File: src/rtl/meter_pkg.sv
// Shared constants, state type and BCD helper for the parking-meter controller.
// The BCD helper is only used when METER_BCD_OUT_EN is defined.
package meter_pkg;

  localparam int MAX_COUNT  = 9999;
  localparam int LOW_THRESH = 200;

  localparam int ADD_50  = 50;
  localparam int ADD_150 = 150;
  localparam int ADD_200 = 200;
  localparam int ADD_500 = 500;

  localparam int PRESET_10  = 10;
  localparam int PRESET_205 = 205;

  typedef enum logic [1:0] {
    EXPIRED = 2'd0,
    LOW     = 2'd1,
    HIGH    = 2'd2
  } meter_state_t;

  // Shift-and-add-3 conversion of a 14-bit value (0..9999) into four BCD digits.
  function automatic logic [15:0] bin_to_bcd(input logic [13:0] bin);
    logic [29:0] sr;
    sr = {16'd0, bin};
    for (int i = 0; i < 14; i++) begin
      for (int d = 0; d < 4; d++) begin
        if (sr[14+4*d +: 4] >= 4'd5) begin
          sr[14+4*d +: 4] = sr[14+4*d +: 4] + 4'd3;
        end
      end
      sr = sr << 1;
    end
    return sr[29:14];
  endfunction

endpackage

File: src/rtl/meter_tick_gen.sv
// Free-running half-second divider with a phase bit; emits a half-second pulse
// and a one-second tick on every second half pulse (phase 1 -> 0).
module meter_tick_gen #(
  parameter int CLK_HZ = 100_000_000
) (
  input  logic clk,
  input  logic rst_n,
  output logic half_pulse,
  output logic tick_1hz
);

  localparam int HALF  = (CLK_HZ / 2 < 1) ? 1 : CLK_HZ / 2;
  localparam int DIV_W = ($clog2(HALF) < 1) ? 1 : $clog2(HALF);

  logic [DIV_W-1:0] r_div;
  logic             r_phase;
  logic             r_half;
  logic             r_tick;
  logic             w_wrap;

  assign w_wrap = (r_div == DIV_W'(HALF - 1));

  always_ff @(posedge clk or negedge rst_n) begin
    if (!rst_n) begin
      r_div   <= '0;
      r_phase <= 1'b0;
      r_half  <= 1'b0;
      r_tick  <= 1'b0;
    end else begin
      r_div  <= w_wrap ? '0 : r_div + 1'b1;
      r_half <= w_wrap;
      r_tick <= w_wrap & r_phase;
      if (w_wrap) begin
        r_phase <= ~r_phase;
      end
    end
  end

  assign half_pulse = r_half;
  assign tick_1hz   = r_tick;

endmodule

File: src/rtl/meter_ctrl.sv
// Parking-meter countdown controller: coin adds, presets, 1 Hz decrement,
// state tracking and display flash control. METER_BCD_OUT_EN adds a BCD output.
module meter_ctrl #(
  parameter int CLK_HZ     = 100_000_000,
  parameter int CNT_W      = 14,
  parameter int MAX_COUNT  = meter_pkg::MAX_COUNT,
  parameter int LOW_THRESH = meter_pkg::LOW_THRESH
) (
  input  logic             clk,
  input  logic             rst_n,
  input  logic             add_50,
  input  logic             add_150,
  input  logic             add_200,
  input  logic             add_500,
  input  logic             set_10,
  input  logic             set_205,
  output logic [CNT_W-1:0] BCOUNT,
  output logic             tick_1hz,
  output logic             blank,
  output logic [1:0]       state_o
`ifdef METER_BCD_OUT_EN
  ,
  output logic [15:0]      bcd_o
`endif
);

  import meter_pkg::meter_state_t;
  import meter_pkg::EXPIRED;
  import meter_pkg::LOW;
  import meter_pkg::HIGH;
  import meter_pkg::ADD_50;
  import meter_pkg::ADD_150;
  import meter_pkg::ADD_200;
  import meter_pkg::ADD_500;
  import meter_pkg::PRESET_10;
  import meter_pkg::PRESET_205;

  localparam int SUM_W = CNT_W + 1;

  logic             w_half;
  logic             w_tick;

  logic [CNT_W-1:0] r_count;
  meter_state_t     r_state;
  logic             r_blank;

  logic [SUM_W-1:0] w_amt;
  logic [SUM_W-1:0] w_sum;
  logic             w_any_add;
  logic             w_dec;
  logic [CNT_W-1:0] w_next;
  meter_state_t     w_next_state;
  logic             w_next_blank;

  meter_tick_gen #(
    .CLK_HZ(CLK_HZ)
  ) u_tick_gen (
    .clk       (clk),
    .rst_n     (rst_n),
    .half_pulse(w_half),
    .tick_1hz  (w_tick)
  );

  // Only the largest coin pressed in a cycle is credited.
  always_comb begin
    w_amt = '0;
    if (add_500) begin
      w_amt = SUM_W'(ADD_500);
    end else if (add_200) begin
      w_amt = SUM_W'(ADD_200);
    end else if (add_150) begin
      w_amt = SUM_W'(ADD_150);
    end else if (add_50) begin
      w_amt = SUM_W'(ADD_50);
    end
  end

  assign w_any_add = add_500 | add_200 | add_150 | add_50;
  assign w_dec     = w_tick & (r_count != '0);
  assign w_sum     = {1'b0, r_count} + w_amt - {{CNT_W{1'b0}}, w_dec};

  always_comb begin
    w_next = r_count;
    if (set_205) begin
      w_next = CNT_W'(PRESET_205);
    end else if (set_10) begin
      w_next = CNT_W'(PRESET_10);
    end else if (w_any_add) begin
      w_next = (w_sum > SUM_W'(MAX_COUNT)) ? CNT_W'(MAX_COUNT) : w_sum[CNT_W-1:0];
    end else begin
      w_next = r_count - {{(CNT_W-1){1'b0}}, w_dec};
    end
  end

  always_comb begin
    w_next_state = HIGH;
    if (w_next == '0) begin
      w_next_state = EXPIRED;
    end else if (w_next < CNT_W'(LOW_THRESH)) begin
      w_next_state = LOW;
    end
  end

  // Entering a new state always restarts the flash with the display on.
  always_comb begin
    w_next_blank = 1'b0;
    if (w_next_state == r_state) begin
      case (r_state)
        LOW:     w_next_blank = r_blank ^ w_tick;
        EXPIRED: w_next_blank = r_blank ^ w_half;
        default: w_next_blank = 1'b0;
      endcase
    end
  end

  always_ff @(posedge clk or negedge rst_n) begin
    if (!rst_n) begin
      r_count <= '0;
      r_state <= EXPIRED;
      r_blank <= 1'b0;
    end else begin
      r_count <= w_next;
      r_state <= w_next_state;
      r_blank <= w_next_blank;
    end
  end

  assign BCOUNT   = r_count;
  assign tick_1hz = w_tick;
  assign blank    = r_blank;
  assign state_o  = r_state;

`ifdef METER_BCD_OUT_EN
  logic [15:0] r_bcd;

  always_ff @(posedge clk or negedge rst_n) begin
    if (!rst_n) begin
      r_bcd <= 16'h0000;
    end else begin
      r_bcd <= meter_pkg::bin_to_bcd(14'(r_count));
    end
  end

  assign bcd_o = r_bcd;
`endif

endmodule

File: config.mk
export PLATFORM = sky130hd
export DESIGN_NAME = meter_ctrl
export DESIGN_NICKNAME = d
export VERILOG_FILES = /design/src/rtl/meter_pkg.sv /design/src/rtl/meter_tick_gen.sv /design/src/rtl/meter_ctrl.sv
export SDC_FILE = /design/constraint.sdc
export NUM_CORES = 1
export LEC_CHECK = 0
export ABC_AREA = 1
export ABC_CLOCK_PERIOD_IN_PS = 5750
export BUFFER_PORTS_ARGS = -buffer_cell sky130_fd_sc_hd__buf_2
export CAP_MARGIN = 20
export CELL_PAD_IN_SITES_DETAIL_PLACEMENT = 0
export CELL_PAD_IN_SITES_GLOBAL_PLACEMENT = 1
export CORE_MARGIN = 4
export CORE_UTILIZATION = 40
export DETAILED_ROUTE_END_ITERATION = 6
export GPL_TIMING_DRIVEN = 0
export PLACE_DENSITY_LB_ADDON = 0.15
export SYNTH_ARGS = -nofsm -noshare
export SYNTH_HDL_FRONTEND = slang
export SYNTH_HIERARCHICAL = 1
export SYNTH_SLANG_ARGS = --single-unit
File: constraint.sdc
create_clock -name clk -period 5.75 [get_ports clk]
set_clock_uncertainty 0.05 [all_clocks]
set_input_delay 1.15 -clock clk [delete_from_list [all_inputs] [get_ports clk]]
set_output_delay 1.15 -clock clk [all_outputs]
set_load 0.05 [all_outputs]
# [Yosys cells after proc, flatten, opt, wreduce, memory -nomap -nowiden]
# Index checks and enable logic that the tools add are counted.
[totals] output_inout_bits=18 regBits=46 inputBits=8 elab_cells=40
[op_classes] eq_ne=3 n_mux=13 reduce_logical=3 n_lt_le_gt_ge=2 add_sub_neg=4 n_bitwise=8
[op_table] cell="$mux 14" count=4
[op_table] cell="$add 26x1->26 const B" count=1
[op_table] cell="$eq 26x26->1 const B" count=1
[op_table] cell="$mux 26" count=1
[op_table] cell="$mux 8" count=2
[op_table] cell="$add 14x15->15" count=1
[op_table] cell="$gt 15x14->1 const B" count=1
[op_table] cell="$mux 15" count=1
[op_table] cell="$sub 15x1->15" count=1
[op_table] cell="$logic_not 14->1" count=1
[op_table] cell="$lt 14x8->1 const B" count=1
[op_table] cell="$reduce_bool 14->1" count=1
[op_table] cell="$sub 14x1->14" count=1
[op_table] cell="$mux 6" count=1
[op_table] cell="$mux 2" count=2
[op_table] cell="$or 1x1->1" count=3
[op_table] cell="$and 1x1->1" count=2
[op_table] cell="$eq 2x1->1 const B" count=1
[op_table] cell="$eq 2x2->1" count=1
[op_table] cell="$logic_not 2->1" count=1
[op_table] cell="$pmux 1 s2" count=1
[op_table] cell="$xor 1x1->1" count=2
[op_table] cell="$mux 1" count=1
[op_table] cell="$not 1->1" count=1

# [Longest topological paths before layout]
# Gate-level depths: netlist of the first run.
[logic_depth] depth_word=16 ltp_mapped=29 ltp_nobuf=29

# [Modules after synthesis]
# Netlist of the first run, hierarchy kept.
[modules_own_cells] module="meter_ctrl" seq_area_each_um2=425.4 n_inst=1 cells_each=378 area_per_inst_um2=2467.4
[modules_own_cells] module="meter_tick_gen" seq_area_each_um2=725.7 n_inst=1 cells_each=230 area_per_inst_um2=1689.1

# [Worst setup path after synthesis of the first run]
# OpenSTA, ideal clock, no wires.
[synth_timing] kind="input-to-reg" startpoint="input port add_500" endpoint="register r_blank, in the netlist blank" arrival_time_ps=3646 required_ps=5629 setup_ps=71 slack_ps=1983 path_stages=22 n_path_buf=0 path_cell_list="nor2_2 -> nand2_1 -> ha_1 -> inv_1 -> ha_1 -> fa_1 -> nand2_1 -> nand2_2 -> nand3_2 -> nand2_2 -> a21oi_2 -> xor2_2 -> nand2_2 -> nand2_4 -> nand2_8 -> nand2_2 -> nand3_2 -> nor2_4 -> nand3_1 -> nand2_1 -> inv_1 -> nor2_1"
[synth_between] elab_chain_cells=13 word_cells_on_any_way=17 cone_classes="2 x add/sub; 2 x order compare; 1 x eq/ne; 8 x mux; 3 x bitwise; 1 x reduce/logical"
[synth_rtl] element="from (decl)" line="meter_ctrl.sv:14" rtl="input logic add_500,"
[synth_rtl] element="$mux 15" line="meter_ctrl.sv:67" rtl="if (add_500) begin"
[synth_rtl] element="$add 14x15->15" line="meter_ctrl.sv:80" rtl="assign w_sum = {1'b0, r_count} + w_amt - {{CNT_W{1'b0}}, w_dec};"
[synth_rtl] element="$sub 15x1->15" line="meter_ctrl.sv:80"
[synth_rtl] element="$gt 15x14->1" line="meter_ctrl.sv:89" rtl="w_next = (w_sum > SUM_W'(MAX_COUNT)) ? CNT_W'(MAX_COUNT) : w_sum[CNT_W-1:0];"
[synth_rtl] element="$mux 14" line="meter_ctrl.sv:89"
[synth_rtl] element="$mux 14 *" line="meter_ctrl.sv:88" rtl="end else if (w_any_add) begin"
[synth_rtl] element="$mux 14 *" line="meter_ctrl.sv:86" rtl="end else if (set_10) begin"
[synth_rtl] element="$mux 14 *" line="meter_ctrl.sv:84" rtl="if (set_205) begin"
[synth_rtl] element="$lt 14x8->1" line="meter_ctrl.sv:99" rtl="end else if (w_next < CNT_W'(LOW_THRESH)) begin"
[synth_rtl] element="$mux 2" line="meter_ctrl.sv:99"
[synth_rtl] element="$mux 2 *" line="meter_ctrl.sv:97" rtl="if (w_next == '0) begin"
[synth_rtl] element="$eq 2x2->1 *" line="meter_ctrl.sv:107" rtl="if (w_next_state == r_state) begin"
[synth_rtl] element="$mux 1 *" line="meter_ctrl.sv:107"
[synth_rtl] element="net w_next_blank" line="meter_ctrl.sv:53" rtl="logic w_next_blank;"
[synth_rtl] element="to (signal assigned)" line="meter_ctrl.sv:124" rtl="r_blank <= w_next_blank;"
[synth_rtl] element="to (decl)" line="meter_ctrl.sv:45" rtl="logic r_blank;"
# The timed path passes the listed nets; every way through them passes the cells marked *.
# A chain may end at the register's enable or synchronous reset.

# [Worst setup path after layout of the first run]
# Ends and elaborated chain as after synthesis.

==> results of run 1 <==
## per-stage QoR
step | cell area (um2) | hold WS [ns] | setup slack (ns)
after global routing | 4570 | 0.462 | 1.47
final | 4570 | 0.416 | 1.70
after detailed placement | 4450 | 0.404 | 1.36
after CTS | 4550 | 0.417 | 1.67
after floorplan | 4160 | 0.381 | 1.98
after global placement | 4450 | 0.394 | 1.37
## routing by layer
layer | vias up | wire length [um] | global-route usage [%]
li1 | 1952 | - | -
met1 | 1679 | 4560 | 22.9
met2 | 58 | 5260 | 33.4
met3 | 8 | 395 | 2.76
met4 | 0 | 121 | 4.19
met5 | - | 0 | 0
## worst max-delay path: cells and delay by family
kind	cells	cell delay (ns)
buffers and inverters	3	0.21
and+or+nand+nor	20	1.97
adders and majority gates	3	0.90
## flip-flops by register name, indices dropped and copies added, names as in the netlist
| signal | count |
|---|---|
| u_tick_gen/half_pulse | 1 |
| u_tick_gen/tick_1hz | 1 |
| BCOUNT | 14 |
| u_tick_gen/r_div | 26 |
| state_o | 2 |
| blank | 1 |
| u_tick_gen/r_phase | 1 |
## synthesized netlist by cell type, drive strengths merged
cell type / count / share of area (%)
a21boi: 2 / 0.45
a21o: 1 / 0.18
a21oi: 32 / 4.6
a311oi: 1 / 0.21
a41oi: 1 / 0.21
and2: 1 / 0.15
buf: 3 / 0.51
clkinv: 1 / 0.12
dfrtp: 46 / 28
fa: 1 / 0.48
ha: 30 / 9.0
inv: 111 / 10
nand2: 167 / 17
nand3: 47 / 6.5
nand3b: 7 / 1.3
nand4: 6 / 0.90
nor2: 104 / 12
nor3: 3 / 0.36
nor4: 1 / 0.15
o211a: 1 / 0.24
o211ai: 2 / 0.36
o21ai: 17 / 2.3
o21bai: 3 / 0.54
or2: 3 / 0.57
xnor2: 3 / 0.63
xor2: 14 / 3.6
## cell families (layout without fill, tap and decap cells)
logic type,after synthesis,in the layout
compound gates,60,60
flops,46,46
xor+xnor,17,17
fa+ha+maj,31,31
buf+inv,115,149
simple gates,339,339
## cells in the final DEF (no fill, tap or decap), types with 2 or more instances in the layout
cell type,synthesis,routed
nand2_1,144,144
inv_1,105,105
nor2_1,86,86
dfrtp_1,46,46
nand3_1,40,40
ha_1,30,30
buf_2,2,27
a21oi_1,26,26
nand2_2,19,19
o21ai_0,13,13
xor2_1,12,12
nor2_2,9,9
nor2_4,8,8
nand3_2,7,7
nand3b_1,7,7
clkbuf_8,0,7
inv_2,6,6
nand4_1,6,6
a21oi_2,5,5
nand2_4,3,3
o21ai_2,3,3
nor3_1,3,3
xnor2_1,3,3
o21bai_1,3,3
or2_4,2,2
o211ai_1,2,2
## power breakdown
group | internal [mW] | total (mW) | switching, mW
Sequential | 0.372 | 0.444 | 0.0728
Clock | 0.110 | 0.223 | 0.113
Combinational | 0.596 | 1.86 | 1.26
## worst max path at each step
stage	endpoint	slack, ns	cells past startpoint
2_1_floorplan	blank$_DFF_PN0_	1.98	22
3_3_place_gp	blank$_DFF_PN0_	1.37	23
3_5_place_dp	blank$_DFF_PN0_	1.36	23
4_1_cts	blank$_DFF_PN0_	1.67	26
5_1_grt	blank$_DFF_PN0_	1.47	26
6_report	blank$_DFF_PN0_	1.70	26
## area by class of cell
type | count | area, um2 | area share (%)
Multi-Input combinational cell | 447 | 2560 | 56.0
Sequential cell | 46 | 1150 | 25.2
Inverter | 112 | 422 | 9.22
Tap cell | 133 | 166 | 3.64
Timing Repair Buffer | 26 | 145 | 3.17
Clock buffer | 7 | 96.3 | 2.11
Buffer | 3 | 21.3 | 0.465
Clock inverter | 1 | 8.76 | 0.192
==> results.md, run 1 <==
- PortBufs: 25
- Via density: 4.77
- Mapped cell area: 4160 um2
- Post-synthesis simple-gate area fraction: 38.8%
- Antenna violations before repair: 0
- HPWL after DPL: 8.53 mm
- Period utilisation layout: 70.5%
- CP Launch Type: primary input
- Worst min path class: reg2reg
- Total number of vias: 3697
- Post-CTS Setup Repair Bufs: 0
- Crit path largest cell delay: 0.38 ns
- # nets final: 680
- Post-synth cell types: 43
- Pwr dens: 553 nW/um2
- Main combinational cell family by area after synthesis: simple AND/OR/NAND/NOR gates
- Syn avg cell area: 6.84 um2
- Static leakage: 2.45 nW
- CP arrival: 4.24 ns
- Synth Instances: 608
- Req. time, crit path: 5.93 ns
- RSZ-0062 raised after global routing: no
- Post-Syn Nets: 647
- Initial core utilization: 41.8%
- DRC: 0
- GRT Total Usage: 18.4%
- Slew Limit Fails: 0
- Final setup viols: 0
- Antenna-violating nets left: 0
- Outcome: completed
- Final core utilization: 45.9%
- Largest net degree at the start of global routing: 47
- Worst-skew pair later-pin latency: 0.30 ns
- Grt ovf: 0
- Die Height: 110 um
- CTS H-tree depth: 2
- Worst-path clk slew: 0.09 ns
- Hold endpoint: u_tick_gen/r_div[0]$_DFF_PN0_
- Worst r2r path cells: 26
- Row count: 36
- Gpl congestion: 0.853
- Overall Power: 2.53 mW
- Layout cells sized above 1: 16.7%
- Clock buffer depth: 2
- Adder-Cell Fraction of Synth Area: 9.51%
- Reg2Reg Setup Slack: 1.83 ns
- Cell mode on critical path: nand2_1
- Detailed Route Iter0 Violations: 153
- Crit Path Class: in2reg
- Post-synthesis register bit count: 46
- Worst R2R Start: BCOUNT[10]$_DFF_PN0_
- Maximum fanout along the worst path: 5
- Worst-Margin Slew: 0.633 ns
- Post-CTS Resized: 0
- TritonCTS buffer count: 5
- Core Region: 9950 um2
- Final hold violation count: 0
- Area grow syn2layout: 10.0%
- Inserted Diodes: 0
- Die Wd: 110 um
- Vias in the first global route: 3652
- DRT Wirelength: 10.3 mm
- Max Freq: 247 MHz
- DP Cell Count: 766
- Seq/Total Area, Yosys: 27.7%
- Total clock sinks: 46
- Max cap viols: 0
- Fill cells: 1059
- Post-Synth XOR/XNOR Area: 4.21%
- CP max stage cell: fa_1
- WHS Path Cells: 1
- CTS tree: built
- Fin crit period: 4.05 ns
- CTS root buf: clkbuf_8
- Worst slew margin: 57.6%
- R2R Path End: blank$_DFF_PN0_
- Hold wc startpoint: u_tick_gen/r_div[0]$_DFF_PN0_
- Die area: 12100 um2
- First-pass GRT wire length: 17.5 mm
- Synth Area in Compound Gates: 9.09%
- Post-CTS Hold Fix Bufs: 0
- Synth Warn #: 6
- Setup TNS: 0 ns
- Post-Layout Cell Count: 775
- Mux cell area share after synthesis: 0%
- Max VDD drop: 0.000273 V
- Critical Path Source: add_500
- IO Pins: 26
- Crit. End Element: flip-flop
- Drt wl/cell: 13.3 um
- TritonRoute pass-1 iters: 7
(Power assumes the default switching activity.)
==> run 2, diff against run 1 <==
--- a/config.mk
+++ b/config.mk
@@ -5,8 +5,8 @@
 export SDC_FILE = /design/constraint.sdc
 export NUM_CORES = 1
 export LEC_CHECK = 0
-export ABC_AREA = 1
-export ABC_CLOCK_PERIOD_IN_PS = 5750
+export ABC_AREA = 0
+export ABC_CLOCK_PERIOD_IN_PS = 3900
 export BUFFER_PORTS_ARGS = -buffer_cell sky130_fd_sc_hd__buf_2
 export CAP_MARGIN = 20
 export CELL_PAD_IN_SITES_DETAIL_PLACEMENT = 0
==> constraint.sdc (replaced) <==
create_clock -name clk -period 3.9 [get_ports clk]
set_clock_uncertainty 0.05 [all_clocks]
set_input_delay 0.78 -clock clk [delete_from_list [all_inputs] [get_ports clk]]
set_output_delay 0.78 -clock clk [all_outputs]
set_load 0.05 [all_outputs]
==> results.md, run 2 <==
- Area grow syn2layout: 19.8% (was 10.0%)
- First-pass GRT wire length: 17.7 mm (was 17.5 mm)
- Antenna violations before repair: 0 (unchanged)
- GRT Total Usage: 18.6% (was 18.4%)
- DRC: 0 (unchanged)
- Top reg by flops: u_tick_gen/r_div (unchanged)
- CTS H-tree depth: 2 (unchanged)
- Worst-Margin Slew: 0.697 ns (was 0.633 ns)
- Setup ws final: -0.0199 ns (was 1.70 ns)
- Worst-path clk slew: 0.09 ns (about the same)
- Maximum fanout along the worst path: 5 (unchanged)
- Die area: 11800 um2 (was 12100 um2)
- Req. time, crit path: 4.09 ns (was 5.93 ns)
- Commonest cells after routing, fill and taps aside: 40 x inv_1, 37 x dfrtp_1, 32 x nor2_1 (was 144 x nand2_1, 105 x inv_1, 86 x nor2_1)
- Top post-synthesis cells by area: dfrtp_1 28%, ha_1 9.2%, xnor2_1 4.7%, inv_1 4.3%, a21oi_1 3.7% (was dfrtp_1 28%, nand2_1 13%, inv_1 9.5%, ha_1 9.0%, nor2_1 7.8%)
- Crit path largest cell delay: 0.39 ns (was 0.38 ns)
- Commonest non-fill, non-tap cell in the layout: inv_1 (was nand2_1)
- CP max stage cell: or3_4 (was fa_1)
- Period utilisation layout: 101%
- Stages on worst setup path: 16 (was 26)
- Most frequent cells after synthesis: 46 x dfrtp_1, 46 x inv_1, 33 x nor2_1 (was 144 x nand2_1, 105 x inv_1, 86 x nor2_1)
- Syn avg cell area: 9.03 um2 (was 6.84 um2)
- Fill cells: 978 (was 1059)
- # nets final: 547 (was 680)
- Mapped cell area: 4060 um2 (was 4160 um2)
- TritonCTS buffer count: 5 (unchanged)
- Antenna-violating nets left: 0 (unchanged)
- TritonRoute pass-1 iters: 4 (was 7)
- Worst r2r path cells: 15 (was 26)
- Post-CTS Hold Fix Bufs: 0 (unchanged)
- Via density: 5.51 (was 4.77)
- Worst-skew pair later-pin latency: 0.30 ns (about the same)
- Dominant synthesized flop cell: dfrtp_1 (unchanged)
- Initial core utilization: 41.4% (was 41.8%)
- Final setup viols: 1 (was 0)
- FF/Latch Area: 1160 um2 (was 1150 um2)
- DRT Wirelength: 10.4 mm (was 10.3 mm)
- Area of the multi-input gates: 2800 um2 (was 2560 um2)
- Fin crit period: 3.92 ns
- Slew Limit Fails: 0 (unchanged)
- PortBufs: 25 (unchanged)
- Clock buffer depth: 2 (unchanged)
- Final core utilization: 49.6% (was 45.9%)
- Crit. End Element: flip-flop (unchanged)
- Synth top area share: 28.3% (was 27.7%)
- Worst R2R Start: BCOUNT[7]$_DFF_PN0_ (was BCOUNT[10]$_DFF_PN0_)
- HPWL after DPL: 7.95 mm (was 8.53 mm)
- Worst min path class: in2async (was reg2reg)
- Layout cells sized above 1: 30.3% (was 16.7%)
- Vias in the first global route: 3576 (was 3652)
- Total number of vias: 3535 (was 3697)
- CTS tree: built (unchanged)
- Post-synth cell types: 88 (was 43)
- Async set-reset flop share out of synthesis: 100% (unchanged)
- Die Height: 109 um (was 110 um)
- Max cap viols: 0 (unchanged)
- Grt ovf: 0 (unchanged)
- Flip-flop count of the largest register after layout: 26 (unchanged)
- IO Pins: 26 (unchanged)
- Post-Syn Nets: 489 (was 647)
- Row count: 36 (unchanged)
- Outcome: complete, but fails checks (was completed)
- Synth Instances: 450 (was 608)
- Total clock sinks: 46 (unchanged)
- R2R Path End: blank$_DFF_PN0_ (unchanged)
- Synth Warn #: 6 (unchanged)
- Inserted Diodes: 0 (unchanged)
- Detailed Route Iter0 Violations: 182 (was 153)
- CTS root buf: clkbuf_8 (unchanged)
- Max Freq: 255 MHz
- CP Launch Type: primary input (unchanged)
- Seq/Total Area, Yosys: 28.3% (was 27.7%)
- Post-synthesis register bit count: 46 (unchanged)
- Core Region: 9820 um2 (was 9950 um2)
- Worst slew margin: 53.2% (was 57.6%)
- Die Wd: 109 um (was 110 um)
- Reg2Reg Setup Slack: -0.01 ns (was 1.83 ns)
- Area leader, netlist: dfrtp_1 (unchanged)
- Final hold violation count: 0 (unchanged)
- Gpl congestion: 0.867 (was 0.853)
- Failing checks: negative setup slack
- Drt wl/cell: 16.2 um (was 13.3 um)
- Buffers & Inverters on Critical Path: 2 (was 3)
- CP arrival: 4.11 ns (was 4.24 ns)
- RSZ-0062 raised after global routing: yes (was no)
- EDFF count, synth: 0 (unchanged)
- Crit Path Class: in2reg (unchanged)
- Largest net degree at the start of global routing: 47 (unchanged)
- Cell family with most CP delay: compound AO/OA/AOI/OAI gates (was simple AND/OR/NAND/NOR gates)
- Critical-path cell list: buf_4 -> nor2_4 -> o21ai_2 -> ha_1 -> inv_1 -> ha_4 -> fa_2 -> a21o_1 -> a221oi_4 -> nand3b_1 -> nand3_2 -> or3_4 -> o21a_4 -> o31ai_4 -> and3_4 -> o2111a_1
-- run 2: layout make-up --
type                       instances  share of cell area (%)
timing repair buffer              51                    7.02
clock inverter                     2                   0.283
inverter                          46                    3.60
multi-input combinational        340                    57.4
tap                              133                    3.42
clock buffer                       6                    1.49
sequential                        46                    23.9
buffer                            18                    2.90
-- run 2: per-layer routing --
metal	up-vias	track usage (%)	routed length [um]
li1	1750	-	-
met1	1715	24.1	4630
met2	55	32.4	5340
met3	15	2.01	280
met4	0	5.68	176
met5	-	0	0
-- run 2: cells by family after synthesis --
group / count (synthesis) / synth area share [%]
flip-flops: 46 / 28.3
buffers and inverters: 64 / 7.64
XOR/XNOR: 35 / 7.55
multiplexers: 7 / 1.79
AO/OA/AOI/OAI: 107 / 20.6
AND/OR/NAND/NOR: 160 / 24.3
adder cells (fa/ha/maj): 31 / 9.73
-- run 2: what timing repair did --
item | CTS | global route
buffers inserted | 15 | 10
gates resized for setup | 16 | 23
pin swaps | 22 | 14
endpoints found under the hold margin | 0 | 0
setup endpoints to repair | 8 | 9
-- run 2: per-stage QoR --
step | cell area [um2] | setup WS (ns) | cells | hold slack [ns] | TNS, ns
6_report | 4870 | -0.0199 | 642 | 0.282 | -0.0199
5_1_grt | 4870 | -0.159 | 642 | 0.282 | -0.473
4_1_cts | 4680 | -0.101 | 631 | 0.423 | -0.228
3_5_place_dp | 4400 | -0.781 | 608 | 0.409 | -5.28
3_3_place_gp | 4400 | -0.789 | 608 | 0.397 | -5.51
2_1_floorplan | 4100 | 0.000944 | 450 | 0.384 | 0
-- run 2: how the worst max path moves through the flow --
stage / from / to / slack [ns]
6_report: add_200 / blank$_DFF_PN0_ / -0.02
5_1_grt: BCOUNT[7]$_DFF_PN0_ / blank$_DFF_PN0_ / -0.16
4_1_cts: BCOUNT[7]$_DFF_PN0_ / state_o[0]$_DFF_PN0_ / -0.10
3_5_place_dp: add_500 / state_o[0]$_DFF_PN0_ / -0.78
3_3_place_gp: add_500 / state_o[0]$_DFF_PN0_ / -0.79
2_1_floorplan: add_500 / blank$_DFF_PN0_ / 0.0009
Power of run 2 is left out: the tool's default activity adds up to more than one toggle a clock period on the data nets, which glitch-free logic cannot reach.
